### src/rtl/beta_pkg.sv
// beta_pkg: shared definitions for the Beta fetch front end and control decoder.
//   - PCSEL encodings consumed by the next-PC logic
//   - default reset / illegal-op / exception vectors
//   - fetch FSM state type
//   - instruction word field bit positions
package beta_pkg;

  localparam logic [2:0] PCSEL_INC   = 3'd0;
  localparam logic [2:0] PCSEL_BR    = 3'd1;
  localparam logic [2:0] PCSEL_JT    = 3'd2;
  localparam logic [2:0] PCSEL_ILLOP = 3'd3;
  localparam logic [2:0] PCSEL_XADR  = 3'd4;

  localparam logic [31:0] DEF_RESET_VECTOR = 32'h0000_0000;
  localparam logic [31:0] DEF_ILLOP_VECTOR = 32'h0000_0004;
  localparam logic [31:0] DEF_XADR_VECTOR  = 32'h0000_0008;

  typedef enum logic [1:0] {
    FETCH    = 2'd0,
    WAIT_ACK = 2'd1,
    HOLD     = 2'd2
  } fetch_state_e;

  localparam int unsigned OPCODE_MSB  = 31;
  localparam int unsigned OPCODE_LSB  = 26;
  localparam int unsigned RC_MSB      = 25;
  localparam int unsigned RC_LSB      = 21;
  localparam int unsigned RA_MSB      = 20;
  localparam int unsigned RA_LSB      = 16;
  localparam int unsigned RB_MSB      = 15;
  localparam int unsigned RB_LSB      = 11;
  localparam int unsigned LITERAL_MSB = 15;
  localparam int unsigned LITERAL_LSB = 0;

endpackage

### src/rtl/pc_next_mux.sv
// pc_next_mux: combinational next-PC selection.
//   pc_i       current instruction address
//   pcsel_i    0 PC+4, 1 branch, 2 jump target, 3 ILLOP, 4 XADR, 5-7 ILLOP
//   jt_i       register jump target
//   literal_i  16-bit branch displacement in words
//   pc_next_o  selected address, always word aligned
module pc_next_mux import beta_pkg::*; #(
  parameter logic [31:0] ILLOP_VECTOR = DEF_ILLOP_VECTOR,
  parameter logic [31:0] XADR_VECTOR  = DEF_XADR_VECTOR
) (
  input  logic [31:0] pc_i,
  input  logic [2:0]  pcsel_i,
  input  logic [31:0] jt_i,
  input  logic [15:0] literal_i,
  output logic [31:0] pc_next_o
);

  logic [31:0] pc_inc;
  logic [31:0] br_off;

  assign pc_inc = pc_i + 32'd4;
  assign br_off = {{14{literal_i[15]}}, literal_i, 2'b00};

  always_comb begin
    pc_next_o = ILLOP_VECTOR;
    case (pcsel_i)
      PCSEL_INC:   pc_next_o = pc_inc;
      PCSEL_BR:    pc_next_o = pc_inc + br_off;
      PCSEL_JT:    pc_next_o = jt_i;
      PCSEL_ILLOP: pc_next_o = ILLOP_VECTOR;
      PCSEL_XADR:  pc_next_o = XADR_VECTOR;
      default:     pc_next_o = ILLOP_VECTOR;
    endcase
    // Alignment is enforced once here for every source, JT included.
    pc_next_o[1:0] = 2'b00;
  end

endmodule

### src/rtl/instr_fetch_unit.sv
// instr_fetch_unit: PC register, single-outstanding instruction fetch over a
// req/ack handshake, and instruction register driving decoded fields.
//   CLK, RESET           clock, synchronous active-high reset
//   PCSEL, JT            next-PC select and jump target, sampled on ADVANCE
//   ADVANCE              datapath retires the current instruction
//   IMEM_REQ/ADDR        fetch request and word address
//   IMEM_ACK/RDATA       fetch completion and instruction word
//   INSTR_VALID          decoded fields below are valid
//   OPCODE,RC,RA,RB,LITERAL  fields of the instruction register
//   PC, PC_PLUS4         current instruction address and its successor
module instr_fetch_unit import beta_pkg::*; #(
  parameter logic [31:0] RESET_VECTOR = DEF_RESET_VECTOR,
  parameter logic [31:0] ILLOP_VECTOR = DEF_ILLOP_VECTOR,
  parameter logic [31:0] XADR_VECTOR  = DEF_XADR_VECTOR
) (
  input  logic        CLK,
  input  logic        RESET,
  input  logic [2:0]  PCSEL,
  input  logic [31:0] JT,
  input  logic        ADVANCE,
  output logic        IMEM_REQ,
  output logic [31:0] IMEM_ADDR,
  input  logic        IMEM_ACK,
  input  logic [31:0] IMEM_RDATA,
  output logic        INSTR_VALID,
  output logic [5:0]  OPCODE,
  output logic [4:0]  RC,
  output logic [4:0]  RA,
  output logic [4:0]  RB,
  output logic [15:0] LITERAL,
  output logic [31:0] PC,
  output logic [31:0] PC_PLUS4
);

  fetch_state_e state_q, state_d;
  logic         req_q, req_d;
  logic [31:0]  pc_q, pc_d;
  logic [31:0]  ir_q, ir_d;
  logic [31:0]  pc_next;
  logic         capture;

  pc_next_mux #(
    .ILLOP_VECTOR (ILLOP_VECTOR),
    .XADR_VECTOR  (XADR_VECTOR)
  ) u_pc_next_mux (
    .pc_i      (pc_q),
    .pcsel_i   (PCSEL),
    .jt_i      (JT),
    .literal_i (ir_q[LITERAL_MSB:LITERAL_LSB]),
    .pc_next_o (pc_next)
  );

  // IMEM_REQ is registered, so an ACK is only honoured once the request is
  // visible; this drops stale ACKs in the idle cycle that follows reset.
  assign capture = req_q & IMEM_ACK;

  always_comb begin
    state_d = state_q;
    req_d   = req_q;
    pc_d    = pc_q;
    ir_d    = ir_q;
    case (state_q)
      FETCH: begin
        req_d   = 1'b1;
        state_d = WAIT_ACK;
        if (capture) begin
          ir_d    = IMEM_RDATA;
          req_d   = 1'b0;
          state_d = HOLD;
        end
      end
      WAIT_ACK: begin
        req_d = 1'b1;
        if (capture) begin
          ir_d    = IMEM_RDATA;
          req_d   = 1'b0;
          state_d = HOLD;
        end
      end
      HOLD: begin
        req_d = 1'b0;
        if (ADVANCE) begin
          pc_d    = pc_next;
          req_d   = 1'b1;
          state_d = FETCH;
        end
      end
      default: begin
        req_d   = 1'b0;
        state_d = FETCH;
      end
    endcase
  end

  always_ff @(posedge CLK) begin
    if (RESET) begin
      state_q <= FETCH;
      req_q   <= 1'b0;
      pc_q    <= RESET_VECTOR;
      ir_q    <= '0;
    end else begin
      state_q <= state_d;
      req_q   <= req_d;
      pc_q    <= pc_d;
      ir_q    <= ir_d;
    end
  end

  assign IMEM_REQ    = req_q;
  assign IMEM_ADDR   = pc_q;
  assign INSTR_VALID = (state_q == HOLD);
  assign OPCODE      = ir_q[OPCODE_MSB:OPCODE_LSB];
  assign RC          = ir_q[RC_MSB:RC_LSB];
  assign RA          = ir_q[RA_MSB:RA_LSB];
  assign RB          = ir_q[RB_MSB:RB_LSB];
  assign LITERAL     = ir_q[LITERAL_MSB:LITERAL_LSB];
  assign PC          = pc_q;
  assign PC_PLUS4    = pc_q + 32'd4;

endmodule

### config.mk
export PLATFORM = sky130hd
export DESIGN_NAME = instr_fetch_unit
export DESIGN_NICKNAME = d
export VERILOG_FILES = /design/src/rtl/beta_pkg.sv /design/src/rtl/pc_next_mux.sv /design/src/rtl/instr_fetch_unit.sv
export SDC_FILE = /design/constraint.sdc
export NUM_CORES = 1
export LEC_CHECK = 0
export BUFFER_PORTS_ARGS = -buffer_cell sky130_fd_sc_hd__clkbuf_2
export CAP_MARGIN = 20
export CORE_ASPECT_RATIO = 1.2
export CORE_UTILIZATION = 47
export DETAILED_ROUTE_END_ITERATION = 8
export PLACE_DENSITY = 0.86
export SYNTH_ARGS = -nofsm -noshare
export SYNTH_HDL_FRONTEND = slang
export SYNTH_HIERARCHICAL = 1
export SYNTH_SLANG_ARGS = --single-unit
### constraint.sdc
create_clock -name CLK -period 3.2 [get_ports CLK]
set_input_delay 0.16 -clock CLK [delete_from_list [all_inputs] [get_ports CLK]]
set_output_delay 0.16 -clock CLK [all_outputs]
set_load 0.1 [all_outputs]
==> results <==
- The count of vias placed by the detailed router is 7122.
- The max capacitance violation total is 0.
- For the final database, setup skew stands at 0.00895 ns.
- The starting DRC count in detailed routing is 517.
- After detailed routing, the number of vias per cell comes to 5.76.
- For the pin with the worst max-slew slack, the measured transition is 0.857 ns.
- Counting the buffers created by CTS gives 9.
- The area of the multi-input gates is 4750 um2.
- The final worst-path setup slack is -0.0799 ns.
- The number of remaining DRC errors is 0.
- STA classifies the critical path endpoint as a register.
- The primary flip-flop cell chosen by synthesis mapping is sky130_fd_sc_hd__dfxtp_1.
- TritonCTS built the clock tree.
- The synthesized area per cell is 7.22 um2.
- The share of synthesized flip-flops with an asynchronous set or reset is 0.
- Counting flops and latches in the post-synthesis netlist gives 67.
- The clock root buffer is sky130_fd_sc_hd__clkbuf_16.
- The gate count of the mapped netlist is 827.
- The worst endpoint data arrival time is 3.55 ns.
- The finished cells cover 8640 um2.
- After filler insertion, the fill cell instance count of the layout stands at 951.
- For this design the ratio of total power to cell area is 292 nW/um2.
- The number of endpoints failing setup at the final stage is 8.
- The post-layout net count is 1179.
- The total number of yosys warnings is 6.
- The via count of the first global-routing pass is 6634.
- The total cell area at the placement stage is 7660 um2.
- The width of the chip is 105 um.
- For the worst setup path, the data required time is 3.47 ns.
- The maximum cell stage delay along the critical path is 0.52 ns.
- The H-tree generated during clock tree synthesis spans 3 levels.
- For this design the top-level I/O count stands at 206.
- Hold timing on the final database bottoms out at a slack of 0.0336 ns.
- The global routing usage summed across all routing layers is 0.293.
- The area growth from synthesis to layout is 44.7%.
- In this run the most critical hold path is launched from IMEM_RDATA[22].
- The final number of max-transition violations was 0.
- The signal on the critical path passes through ha_4 -> inv_2 -> nor2_4 -> and2_4 -> nand2_1 -> xnor2_2 -> buf_4 -> ha_4 -> nand2_1 -> o311ai_4 -> nor3b_4 -> a41oi_2 -> or4_4 -> nand3_2 -> nand2_1 -> a21oi_2.
- VDD sags by at most 0.418 mV.
- Summed over all nets, the half-perimeter wirelength after detailed placement is 15.2 mm.
- For this configuration, the core starts out at a cell density of 0.488.
- The number of unique standard cell types used by synthesis is 60.
- The vertical die dimension is 125 um.
- The end of the worst register-to-register path is IMEM_ADDR[29].
- In the final routed layout, each cell accounts on average for 17.0 um.
- In this run the register-to-register setup slack is -0.08 ns.
- The initialized floorplan defines 44 standard-cell rows.
- Across the whole layout, storage elements account for 1430 um2.
- The number of hold violations in the final report is 0.
- The number of I/O port buffers is 203.
- The first global-routing pass estimated 31.4 mm of wire.
- Counting I/O delays and the setup requirement, the final critical path takes 3.28 ns.
- In this run the standard cell core region covers 12200 um2.
- After clock tree synthesis, the clock-pin slew on the worst setup and hold paths is 0.06 ns.
- The worst hold path was traced through 3 stages.
- The largest net degree at the start of global routing is 37.
- The number of nets still failing antenna checks after routing is 0.
- The clock latency on the worst-skew pair is 0.34 ns.
- The checks that failed: setup timing.
- The number of sinks on the clock net is 67.
- The launch instance of the worst register-to-register path is IMEM_ADDR[2].
- STA classifies the critical path startpoint as a register.
- The share of the clock period used by the worst path is 1.02.
- Wires add up to 21.0 mm.
- Based on the critical path, the design can be clocked at up to 0.305 GHz.
- The die area is 13200 um2.
- The share of the Yosys chip area taken by registers is 0.225.
- The completed layout was analyzed and its total power is 2.52 mW.
- The maximum fanout encountered on the critical timing path is 4.
- The first detailed-routing pass took 5 iterations.
- The critical path is of the register to register type.
- The cell with the most instances on the worst path is sky130_fd_sc_hd__nand2_1.
- The final estimated routing congestion in global placement is 0.965.
- The diode insertion count for antenna repair is 0.
- The leading cell type in the layout, fill and taps excluded is sky130_fd_sc_hd__clkbuf_2.
- In this run the worst hold path is classified as input port to register.
- The total congestion overflow after global routing is 0.
- For this design the static power due to leakage is 3.93 nW.
- Headroom to the max-slew limit came out at 0.427.
- The area of the mapped netlist is 5970 um2.
- Leaving out fill and tap cells, the most frequent cells in the layout are sky130_fd_sc_hd__clkbuf_2 (203), sky130_fd_sc_hd__nand2_1 (166), sky130_fd_sc_hd__buf_4 (109), sky130_fd_sc_hd__a21oi_1 (79), sky130_fd_sc_hd__dfxtp_1 (42).
- In this run, synthesis inferred 0 flip-flops with an integrated enable.
- The share of layout cells above drive strength 1 is 0.446.
- The clock passes through at most 2 buffers.
- The flow ran to the end, but the final reports show violations.
- Setup repair after global routing could not meet its margin everywhere.
- The critical-path cell with the highest stage delay is sky130_fd_sc_hd__or4_4.
- The number of cells on the worst reg-to-reg path is 16.
- The capture endpoint of the worst hold path is ir_q[22].
- The initial antenna violation count is 0.
## flip-flops by register name (all words and copies together) (netlist names)
register,flops
ir_q,32
state_q,2
IMEM_REQ,1
IMEM_ADDR,32
## synthesized netlist by cell type, types with 7 or more instances
| library cell | number | area [um2] |
|---|---|---|
| sky130_fd_sc_hd__a21o_1 | 13 | 97.6 |
| sky130_fd_sc_hd__a21oi_1 | 98 | 490 |
| sky130_fd_sc_hd__a22oi_1 | 17 | 128 |
| sky130_fd_sc_hd__and3_1 | 7 | 43.8 |
| sky130_fd_sc_hd__and4_1 | 7 | 61.3 |
| sky130_fd_sc_hd__buf_4 | 41 | 308 |
| sky130_fd_sc_hd__clkbuf_1 | 39 | 146 |
| sky130_fd_sc_hd__dfxtp_1 | 67 | 1340 |
| sky130_fd_sc_hd__ha_1 | 37 | 463 |
| sky130_fd_sc_hd__inv_1 | 15 | 56.3 |
| sky130_fd_sc_hd__mux2i_1 | 7 | 70.1 |
| sky130_fd_sc_hd__nand2_1 | 173 | 649 |
| sky130_fd_sc_hd__nand3_1 | 27 | 135 |
| sky130_fd_sc_hd__nand4_1 | 22 | 138 |
| sky130_fd_sc_hd__nor2_1 | 38 | 143 |
| sky130_fd_sc_hd__nor3_1 | 9 | 45.0 |
| sky130_fd_sc_hd__o21ai_0 | 32 | 160 |
| sky130_fd_sc_hd__xnor2_1 | 43 | 377 |
| sky130_fd_sc_hd__xor2_1 | 36 | 315 |
## report_power, final
group          switching (mW)  internal [mW]  leakage, nW
Sequential             0.0249          0.843        0.562
Combinational           0.415          0.149         3.21
Clock                   0.403          0.687        0.156
Total                   0.842           1.68         3.93
## worst max-delay path, delay by kind of cell (launching register included)
kind,cells,cell delay [ns]
AOI/OAI and AO/OA,3,0.64
buffers and inverters,2,0.20
xor gates and xnor gates,1,0.14
DFF,1,0.37
adders and majority gates,2,0.43
and+or+nand+nor,8,1.43
## metal layers
| metal | vias to the layer above | GRT usage | wire length, um |
|---|---|---|---|
| li1 | 3354 | - | - |
| met2 | 331 | 0.548 | 11100 |
| met1 | 3367 | 0.324 | 7740 |
| met3 | 70 | 0.0360 | 1340 |
| met4 | 0 | 0.143 | 818 |
| met5 | - | 0 | 0 |
## layout make-up
| type | count | area share |
|---|---|---|
| inverter | 16 | 0.00695 |
| multi-input combinational | 662 | 0.550 |
| clock buffer | 9 | 0.0261 |
| clock inverter | 7 | 0.0114 |
| timing repair buffer | 314 | 0.217 |
| tap | 161 | 0.0233 |
| sequential | 67 | 0.165 |
## worst max-delay path by stage
stage | depth (start not counted) | to | slack (ns) | from
floorplan | 15 | IMEM_ADDR[30] | -0.23 | IMEM_ADDR[11]
global placement | 15 | IMEM_ADDR[30] | -0.02 | IMEM_ADDR[8]
detailed placement | 15 | IMEM_ADDR[25] | -0.14 | IMEM_ADDR[2]
CTS | 16 | IMEM_ADDR[30] | 0.004 | IMEM_ADDR[8]
global route | 16 | IMEM_ADDR[29] | -0.19 | IMEM_ADDR[2]
finish | 16 | IMEM_ADDR[29] | -0.08 | IMEM_ADDR[2]
## cell families (layout without fill, tap and decap cells)
family          Yosys count  after routing  share of synthesized area
other cells               1              2                   0.000628
fa+ha+maj                38             38                     0.0809
xor+xnor                 79             79                      0.116
mux                       7              7                     0.0117
buf+inv                  99            346                     0.0895
compound gates          213            213                      0.221
simple gates            323            323                      0.256
flops                    67             67                      0.225
## timing repair
action / CTS / global route
hold buffers: 0 / 0
hold endpoints to repair: 0 / 0
endpoints found under the setup margin: 10 / 17
setup buffers: 3 / 10
pin swaps: 13 / 34
resized for setup: 30 / 80
## metrics by stage
step / setup TNS [ns] / cells / setup WS, ns / utilization
after detailed placement: -0.446 / 1206 / -0.137 / 0.627
after CTS: 0 / 1225 / 0.00391 / 0.670
after floorplan: -0.319 / 828 / -0.230 / -
after global placement: -0.0392 / 1206 / -0.0203 / 0.627
after global routing: -1.24 / 1236 / -0.194 / 0.707
final: -0.290 / 1236 / -0.0799 / 0.707
Note: power is estimated with default switching activity, not from simulation.
